--- config.mk ---
export PLATFORM = sky130hd
export DESIGN_NAME = control_sequencer
export DESIGN_NICKNAME = d
export VERILOG_FILES = /design/src/rtl/control_sequencer.sv
export SDC_FILE = /design/constraint.sdc
export NUM_CORES = 1
export LEC_CHECK = 0
export CORE_MARGIN = 5
export CORE_UTILIZATION = 60
export DETAILED_ROUTE_END_ITERATION = 8
export DONT_BUFFER_PORTS = 1
export GPL_ROUTABILITY_DRIVEN = 0
export GPL_TIMING_DRIVEN = 0
export PLACE_DENSITY = 0.88
export SYNTH_ARGS = -nofsm -noshare
export SYNTH_HDL_FRONTEND = slang
export SYNTH_SLANG_ARGS = --single-unit
--- constraint.sdc ---
create_clock -name clk -period 4.7 [get_ports clk]
set_clock_uncertainty 0.1 [all_clocks]
set_input_delay 0.94 -clock clk [delete_from_list [all_inputs] [get_ports clk]]
set_output_delay 0.94 -clock clk [all_outputs]
set_load 0.01 [all_outputs]
--- src/rtl/control_sequencer.sv ---
// Instruction-cycle sequencer for the bus CPU: fetch/decode/execute FSM driving every datapath enable.
// Optional feature: define SEQ_SINGLE_STEP_EN to add the step input and stop in IDLE after each instruction.
module control_sequencer #(
  parameter int DATA_W = 16,
  parameter int NREG   = 8,
  parameter int SEL_W  = 4
) (
  input  logic              clk,
  input  logic              resetn,
  input  logic              run,
  input  logic [DATA_W-1:0] instr,
  output logic [NREG-1:0]   rin,
  output logic [NREG-1:0]   rout,
  output logic              gin,
  output logic              gout,
  output logic              a_in,
  output logic              addsub,
  output logic              xorctrl,
  output logic              pcin,
  output logic              pcout,
  output logic              pc_enable,
  output logic              ctrl_out,
  output logic              ram_addr_sel,
  output logic              ram_out_ctrl,
  output logic              instr_enable,
  output logic              done,
  output logic              halted,
  output logic              illegal
`ifdef SEQ_SINGLE_STEP_EN
  ,
  input  logic              step
`endif
);

  typedef enum logic [2:0] {
    S_IDLE, S_FETCH, S_DECODE, S_EX0, S_EX1, S_EX2, S_HALT
  } state_t;

  localparam logic [3:0] OP_NOP    = 4'h0;
  localparam logic [3:0] OP_LOAD   = 4'h1;
  localparam logic [3:0] OP_MOVE   = 4'h2;
  localparam logic [3:0] OP_LDPC   = 4'h3;
  localparam logic [3:0] OP_BRANCH = 4'h4;
  localparam logic [3:0] OP_SUB    = 4'h5;
  localparam logic [3:0] OP_ADD    = 4'h6;
  localparam logic [3:0] OP_XOR    = 4'h7;
  localparam logic [3:0] OP_HALT   = 4'hF;

  state_t             state_q, state_d;
  logic [3:0]         op_q, op_d;
  logic [SEL_W-1:0]   rx_q, rx_d;
  logic [SEL_W-1:0]   ry_q, ry_d;

  logic isAlu, usesRx, usesRy, knownOp, rxOk, ryOk, badInstr, goOn;
  logic rxIn, rxOut, ryOut;
  logic unused_instr;

  assign unused_instr = ^instr;

  function automatic logic [NREG-1:0] oneHot(input logic [SEL_W-1:0] idx);
    oneHot = '0;
    for (int i = 0; i < NREG; i++) begin
      if (32'(idx) == i) oneHot[i] = 1'b1;
    end
  endfunction

  // Classification uses only latched fields so outputs never depend on instr.
  assign isAlu    = (op_q == OP_SUB) || (op_q == OP_ADD) || (op_q == OP_XOR);
  assign usesRx   = isAlu || (op_q == OP_LOAD) || (op_q == OP_MOVE) ||
                    (op_q == OP_LDPC) || (op_q == OP_BRANCH);
  assign usesRy   = isAlu || (op_q == OP_MOVE);
  assign knownOp  = (op_q <= OP_XOR) || (op_q == OP_HALT);
  assign rxOk     = 32'(rx_q) < NREG;
  assign ryOk     = 32'(ry_q) < NREG;
  assign badInstr = !knownOp || (usesRx && !rxOk) || (usesRy && !ryOk);

`ifdef SEQ_SINGLE_STEP_EN
  assign goOn = 1'b0;
`else
  assign goOn = run;
`endif

  always_ff @(posedge clk) begin
    if (!resetn) begin
      state_q <= S_IDLE;
      op_q    <= '0;
      rx_q    <= '0;
      ry_q    <= '0;
    end else begin
      state_q <= state_d;
      op_q    <= op_d;
      rx_q    <= rx_d;
      ry_q    <= ry_d;
    end
  end

  always_comb begin
    state_d = state_q;
    op_d    = op_q;
    rx_d    = rx_q;
    ry_d    = ry_q;
    unique case (state_q)
      S_IDLE: begin
`ifdef SEQ_SINGLE_STEP_EN
        if (run && step) state_d = S_FETCH;
`else
        if (run) state_d = S_FETCH;
`endif
      end
      S_FETCH:  state_d = S_DECODE;
      S_DECODE: begin
        op_d    = instr[DATA_W-1 -: 4];
        rx_d    = instr[DATA_W-5 -: SEL_W];
        ry_d    = instr[DATA_W-5-SEL_W -: SEL_W];
        state_d = S_EX0;
      end
      S_EX0: begin
        if (badInstr)             state_d = goOn ? S_FETCH : S_IDLE;
        else if (isAlu)           state_d = S_EX1;
        else if (op_q == OP_HALT) state_d = S_HALT;
        else                      state_d = goOn ? S_FETCH : S_IDLE;
      end
      S_EX1:  state_d = S_EX2;
      S_EX2:  state_d = goOn ? S_FETCH : S_IDLE;
      S_HALT: if (!run) state_d = S_IDLE;
      default: state_d = S_IDLE;
    endcase
  end

  always_comb begin
    rxIn         = 1'b0;
    rxOut        = 1'b0;
    ryOut        = 1'b0;
    gin          = 1'b0;
    gout         = 1'b0;
    a_in         = 1'b0;
    addsub       = 1'b0;
    xorctrl      = 1'b0;
    pcin         = 1'b0;
    pcout        = 1'b0;
    pc_enable    = 1'b0;
    ctrl_out     = 1'b0;
    ram_addr_sel = 1'b0;
    ram_out_ctrl = 1'b0;
    instr_enable = 1'b0;
    done         = 1'b0;
    halted       = 1'b0;
    illegal      = 1'b0;
    unique case (state_q)
      S_FETCH: begin
        ram_out_ctrl = 1'b1;
        instr_enable = 1'b1;
      end
      S_EX0: begin
        if (badInstr) begin
          illegal   = 1'b1;
          pc_enable = 1'b1;
          done      = 1'b1;
        end else if (isAlu) begin
          rxOut = 1'b1;
          a_in  = 1'b1;
        end else if (op_q == OP_HALT) begin
          done = 1'b1;
        end else begin
          pc_enable = 1'b1;
          done      = 1'b1;
          unique case (op_q)
            OP_LOAD:   begin ctrl_out = 1'b1; rxIn = 1'b1; end
            OP_MOVE:   begin ryOut = 1'b1; rxIn = 1'b1; end
            OP_LDPC:   begin pcout = 1'b1; rxIn = 1'b1; end
            OP_BRANCH: begin rxOut = 1'b1; pcin = 1'b1; end
            default:   ;
          endcase
        end
      end
      S_EX1: begin
        ryOut   = 1'b1;
        gin     = 1'b1;
        addsub  = (op_q == OP_SUB);
        xorctrl = (op_q == OP_XOR);
      end
      S_EX2: begin
        gout      = 1'b1;
        rxIn      = 1'b1;
        pc_enable = 1'b1;
        done      = 1'b1;
      end
      S_HALT:  halted = 1'b1;
      default: ;
    endcase
  end

  assign rin  = rxIn ? oneHot(rx_q) : '0;
  assign rout = (rxOut ? oneHot(rx_q) : '0) | (ryOut ? oneHot(ry_q) : '0);

endmodule

==> impl_metrics.ini, run 1 <==
[status]
outcome = completed

[grt]
antenna_found_initial = 0
grt_pass1_vias = 924
grt_first_pass_wirelength_microns = 4190
grt_use_total_pct = 20.1
grt_overflow_total = 0
grt_max_degree = 11

[pwr]
power.density_nw_per_um2 = 225
p_leak_nw = 0.406
vdd_drop_max_uv = 151

[floorplan]
die_w_microns = 54.0
initial_utilization_pct = 61.2
coreArea_sq_um = 1900
die-area_sq_um = 2920
pin_count = 50
rows = 16
fp.dieH_microns = 54.0

[setup_path]
crit_path_max_incr_delay_ps = 420
crit_required_ps = 3660
cp_cell_sequence = buf_2 > nor3b_2 > a41o_1 > nand3b_2 > o32ai_1
critPathBufInv = 1
cp-end-kind = output port
crit_path_top_delay_cell = o32ai_1
crit_fanout = 10
crit_family = compound AO/OA/AOI/OAI gates
cp.arrival_ps = 1920
crit_type = flop to output port
worst_setup_path_start_kind = flop

[sta]
setup_viol = 0
hold_violations = 0
finalCriticalPeriod_ps = 2960
max_freq_mhz = 338
rsz0062_at_grt = false
worst_hold_slack_ps = 478
fin_ws_ps = 1740
timing.final.crit_share_pct = 63.0
fin_setup_tns_ps = 0
slew_violations = 0
worstMarginPinSlew_ps = 578
relSlewSlack_pct = 61.3

[synthesis]
synth.top_cells.by_count = 15 x dfxtp_1, 14 x nor2_1, 14 x nor2b_1
synth.area.top_cells = dfxtp_1 26%, mux2i_1 9.5%, nor2b_1 7.5%, nor2_1 4.5%, nand2_1 3.5%
synth_top_family_by_area = simple AND/OR/NAND/NOR gates
ys_seq_area_share_pct = 25.8
yosys.area_share.simple_pct = 41.9
synthMostInstantiatedCell = dfxtp_1
synth-seq-cells = 15
ys_types = 44
async_flop_share_pct = 0
synth_top_cell_by_area = dfxtp_1
synth_area_per_cell_sq_um = 8.37
synth_fa_ha_area_share_pct = 0
synth-xor-area-share_pct = 0
synth_top_flop_cell = dfxtp_1
synthCells = 139
yosys.area.top_type_share_pct = 25.8
synth_warnings = 0
synth_compound_area_share_pct = 17.0
synth_edf_count = 0
synthMuxAreaShare_pct = 9.46
netlist_area_sq_um = 1160
synth.net_count = 158

[drt]
wl_microns = 2850
routedWlPerCell_microns = 16.8
route.detailed.drc = 0
firstDrtPassIters = 4
via_per_inst = 6.21
vias = 1055
antenna_left = 0
drt_iter0_markers = 29

[placement]
place_ws_ps = 2050
port_buffers = 0
placed_cell_area_sq_um = 1200
hpwl_microns = 2280

[run]
cap_violations = 0

[cells_and_area]
nNetsFinal = 163
drive_above_1_share_pct = 20.3
final_area_sq_um = 1220
syn_to_final_growth_pct = 5.16
n_antenna_cell = 0

[clock_network]
hold_buffers = 0
cts-root-buf = clkbuf_4
htreeDepth = 1
cts_buffers = 3
cts_resized = 0
cts_buffer_depth = 2
clk-insertion-delay-late_ps = 290
cts_setup_buffers = 0
clk_pin_slew_ps = 80
cts_tree = yes
numClockSinks = 15

[worst_hold_path]
min_path_type = flop to flop
==> routing by layer <==
| metal | wire (microns) | track usage (%) | vias up |
|---|---|---|---|
| met3 | 259 | 7.20 | 6 |
| li1 | - | - | 509 |
| met2 | 1450 | 33.7 | 44 |
| met1 | 1090 | 22.6 | 496 |
| met4 | 53 | 9.13 | 0 |
| met5 | 0 | 0 | - |
==> final timing paths <==
check / from / end / slack (ps) / cells past startpoint
max: state_q[0] / rout[1] / 1740 / 5
min: rx_q[1] / rx_q[1] / 480 / 2
max reg2reg: state_q[2] / op_q[0] / 3120 / 5
min reg2reg: rx_q[1] / rx_q[1] / 480 / 2
==> cells by family (layout without fill, tap and decap cells) <==
logic type | Yosys count | after routing
simple gates | 78 | 78
compound gates | 24 | 24
flops | 15 | 15
mux | 11 | 11
buf+inv | 10 | 14
other cells | 1 | 1
==> cell type report <==
cell class	count	area (sq um)
plain buffers	8	56.3
clock buffers	4	26.3
fillers	174	678
inverters	2	7.51
multi-input cells	114	800
flip-flops and latches	15	300
well taps	27	33.8
==> where the power goes <==
| part | switching (mW) | internal [mW] | leakage (nW) | total (mW) |
|---|---|---|---|---|
| registers | 0.0104 | 0.134 | 0.122 | 0.145 |
| clock network | 0.0410 | 0.0330 | 0.0150 | 0.0740 |
| logic | 0.0311 | 0.0254 | 0.269 | 0.0565 |
==> metrics by stage <==
stage,util [%],instances,power [mW]
2_1_floorplan,-,139,0.193
5_1_grt,64.3,170,0.289
4_1_cts,64.3,170,0.278
6_report,64.3,170,0.275
3_5_place_dp,63.0,166,0.204
3_3_place_gp,63.0,166,0.200
==> cells in the final DEF (no fill, tap or decap), types with 2 or more instances in the layout <==
| master | synthesis | routed |
|---|---|---|
| nor3_1 | 5 | 5 |
| buf_2 | 3 | 3 |
| clkbuf_4 | 0 | 3 |
| nand2b_1 | 5 | 5 |
| and3_1 | 2 | 2 |
| nand2_1 | 11 | 11 |
| mux2i_1 | 11 | 11 |
| nor2b_1 | 14 | 14 |
| nand3_1 | 2 | 2 |
| nor3b_2 | 3 | 3 |
| nand3b_1 | 2 | 2 |
| nor3_2 | 4 | 4 |
| o22ai_1 | 6 | 6 |
| nor2_1 | 14 | 14 |
| buf_6 | 2 | 2 |
| or2_2 | 3 | 3 |
| inv_1 | 2 | 2 |
| buf_4 | 2 | 2 |
| o32ai_1 | 3 | 3 |
| a21oi_1 | 5 | 5 |
| nor3b_1 | 2 | 2 |
| clkbuf_1 | 1 | 2 |
| dfxtp_1 | 15 | 15 |
==> worst min-delay path, delay by kind of cell, from the launching register on <==
kind             cells  cell delay, ps
DFF                  1             340
muxes                1             140
and+or+nand+nor      1              60
==> registers in the layout, summed over array words and instances (netlist names) <==
name,count
op_q,4
rx_q,4
ry_q,4
state_q,3
No activity file was read; power rests on OpenSTA's default activity.
==> run 2, diff against run 1 <==
Settings changed: CORE_UTILIZATION 60 to 56, PLACE_DENSITY 0.88 to 0.86.
Clock period 4.7 ns to 2.7 ns, I/O delays scaled along.
==> run 2 against run 1 <==
Non-clock buffer count did not move. Register-to-register slack worse by 2000 ps. Clock power rose by 73%. Wire length increased by 6.2%. Count of clock-buffer cells in the layout did not move. Largest power group unchanged.
==> impl_metrics.ini, run 2 (synthesis gave the netlist of run 1 again) <==
[floorplan]
die-area_sq_um = 3090
pin_count = 50
coreArea_sq_um = 1960
fp.dieH_microns = 55.6
die_w_microns = 55.6
rows = 16
initial_utilization_pct = 59.3

[drt]
drt_iter0_markers = 38
firstDrtPassIters = 4
wl_microns = 3030
via_per_inst = 6.32
antenna_left = 0
route.detailed.drc = 0
routedWlPerCell_microns = 17.8
vias = 1074

[setup_path]
cp-end-kind = output port
cp-endpoint = rout[0]
crit_type = flop to output port
crit_fanout = 10
worstSetupStartpoint = state_q[0]
path_depth = 5
r2r-start = state_q[1]
r2r_cells = 4
crit_family = compound AO/OA/AOI/OAI gates
cp_cell_sequence = buf_2 > nor3b_2 > a41o_1 > nand2_1 > o32ai_1
timing.rr.end = op_q[1]
crit_path_top_delay_cell = o32ai_1
critPathBufInv = 1
crit_path_max_incr_delay_ps = 450
rrSetupSlack_ps = 1090
cp.arrival_ps = 1940
worst_setup_path_start_kind = flop
crit_required_ps = 2060

[status]
outcome = completed

[clock_network]
numClockSinks = 15
cts_tree = yes
clk-insertion-delay-late_ps = 280
cts_buffer_depth = 2
cts_buffers = 3
cts-root-buf = clkbuf_4
htreeDepth = 1
hold_buffers = 0
clk_pin_slew_ps = 90

[cells_and_area]
final_area_sq_um = 1230
reg.largest.list = op_q (4), rx_q (4), ry_q (4)
syn_to_final_growth_pct = 5.81
drive_above_1_share_pct = 21.0
final_cell_mix = 15 x dfxtp_1, 14 x nor2b_1, 14 x nor2_1
nNetsFinal = 163
n_antenna_cell = 0
final_common_cell = dfxtp_1

[run]
cap_violations = 0

[grt]
grt_first_pass_wirelength_microns = 4840
grt_pass1_vias = 1045
antenna_found_initial = 0
grt_use_total_pct = 19.2
grt_max_degree = 11
grt_overflow_total = 0

[worst_hold_path]
min_path_type = input pin to flop

[sta]
slew_violations = 0
rsz0062_at_grt = false
setup_viol = 0
hold_violations = 0
max_freq_mhz = 387
worst_hold_slack_ps = 285
timing.final.crit_share_pct = 95.6
relSlewSlack_pct = 60.6
fin_ws_ps = 119
finalCriticalPeriod_ps = 2580
worstMarginPinSlew_ps = 588
fin_setup_tns_ps = 0

[placement]
placed_cell_area_sq_um = 1200
hpwl_microns = 2410
place_ws_ps = 432
port_buffers = 0

[pwr]
p_leak_nw = 0.408
power.density_nw_per_um2 = 391
vdd_drop_max_uv = 343
## run 2: cell counts in the layout (fill, tap and decap cells not counted)
Identical to the previous run, type by type.
## run 2: layout make-up
class | instances | area [sq um]
Buffer | 8 | 56.3
Clock buffer | 4 | 26.3
Fill cell | 186 | 731
Inverter | 2 | 7.51
Multi-Input combinational cell | 114 | 807
Sequential cell | 15 | 300
Tap cell | 27 | 33.8
## run 2: report_power, final
group	total, mW	internal (mW)	switching, mW
sequential	0.254	0.234	0.0201
clock	0.128	0.0573	0.0711
combinational	0.0988	0.0443	0.0545
total	0.481	0.335	0.146
## run 2: metal layers
metal / up-vias / share of wire (%) / track usage (%)
met3: 4 / 7.1 / 5.34
li1: 511 / - / -
met2: 39 / 55 / 35.8
met4: 0 / 0.50 / 7.29
met5: - / 0 / 0
met1: 520 / 37 / 20.2
## run 2: metrics by stage
| step | power (mW) | cells | utilization, % |
|---|---|---|---|
| 4_1_cts | 0.480 | 170 | 62.4 |
| 6_report | 0.481 | 170 | 62.8 |
| 3_3_place_gp | 0.348 | 166 | 61.0 |
| 3_5_place_dp | 0.355 | 166 | 61.0 |
| 5_1_grt | 0.506 | 170 | 62.8 |
| 2_1_floorplan | 0.336 | 139 | - |
## run 2: worst min path at each step
| stage | start | end | slack [ps] | cells past startpoint |
|---|---|---|---|---|
| after floorplan | ry_q[0] | ry_q[0] | 420 | 2 |
| after global placement | rx_q[2] | rx_q[2] | 440 | 2 |
| after detailed placement | rx_q[1] | rx_q[1] | 450 | 2 |
| after CTS | resetn | rx_q[2] | 280 | 1 |
| after global routing | resetn | rx_q[2] | 270 | 1 |
| final | resetn | op_q[0] | 280 | 1 |
## run 2: what timing repair did
action	in CTS	in global routing
setup buffers	0	0
resized for setup	0	1
setup endpoints to repair	0	1
## run 2: worst register-to-register path, stage by stage (launching register included)
cell     delay, ps
dfxtp_1        430
nor3b_2        450
buf_6          230
mux2i_1        230
nor2b_1         60
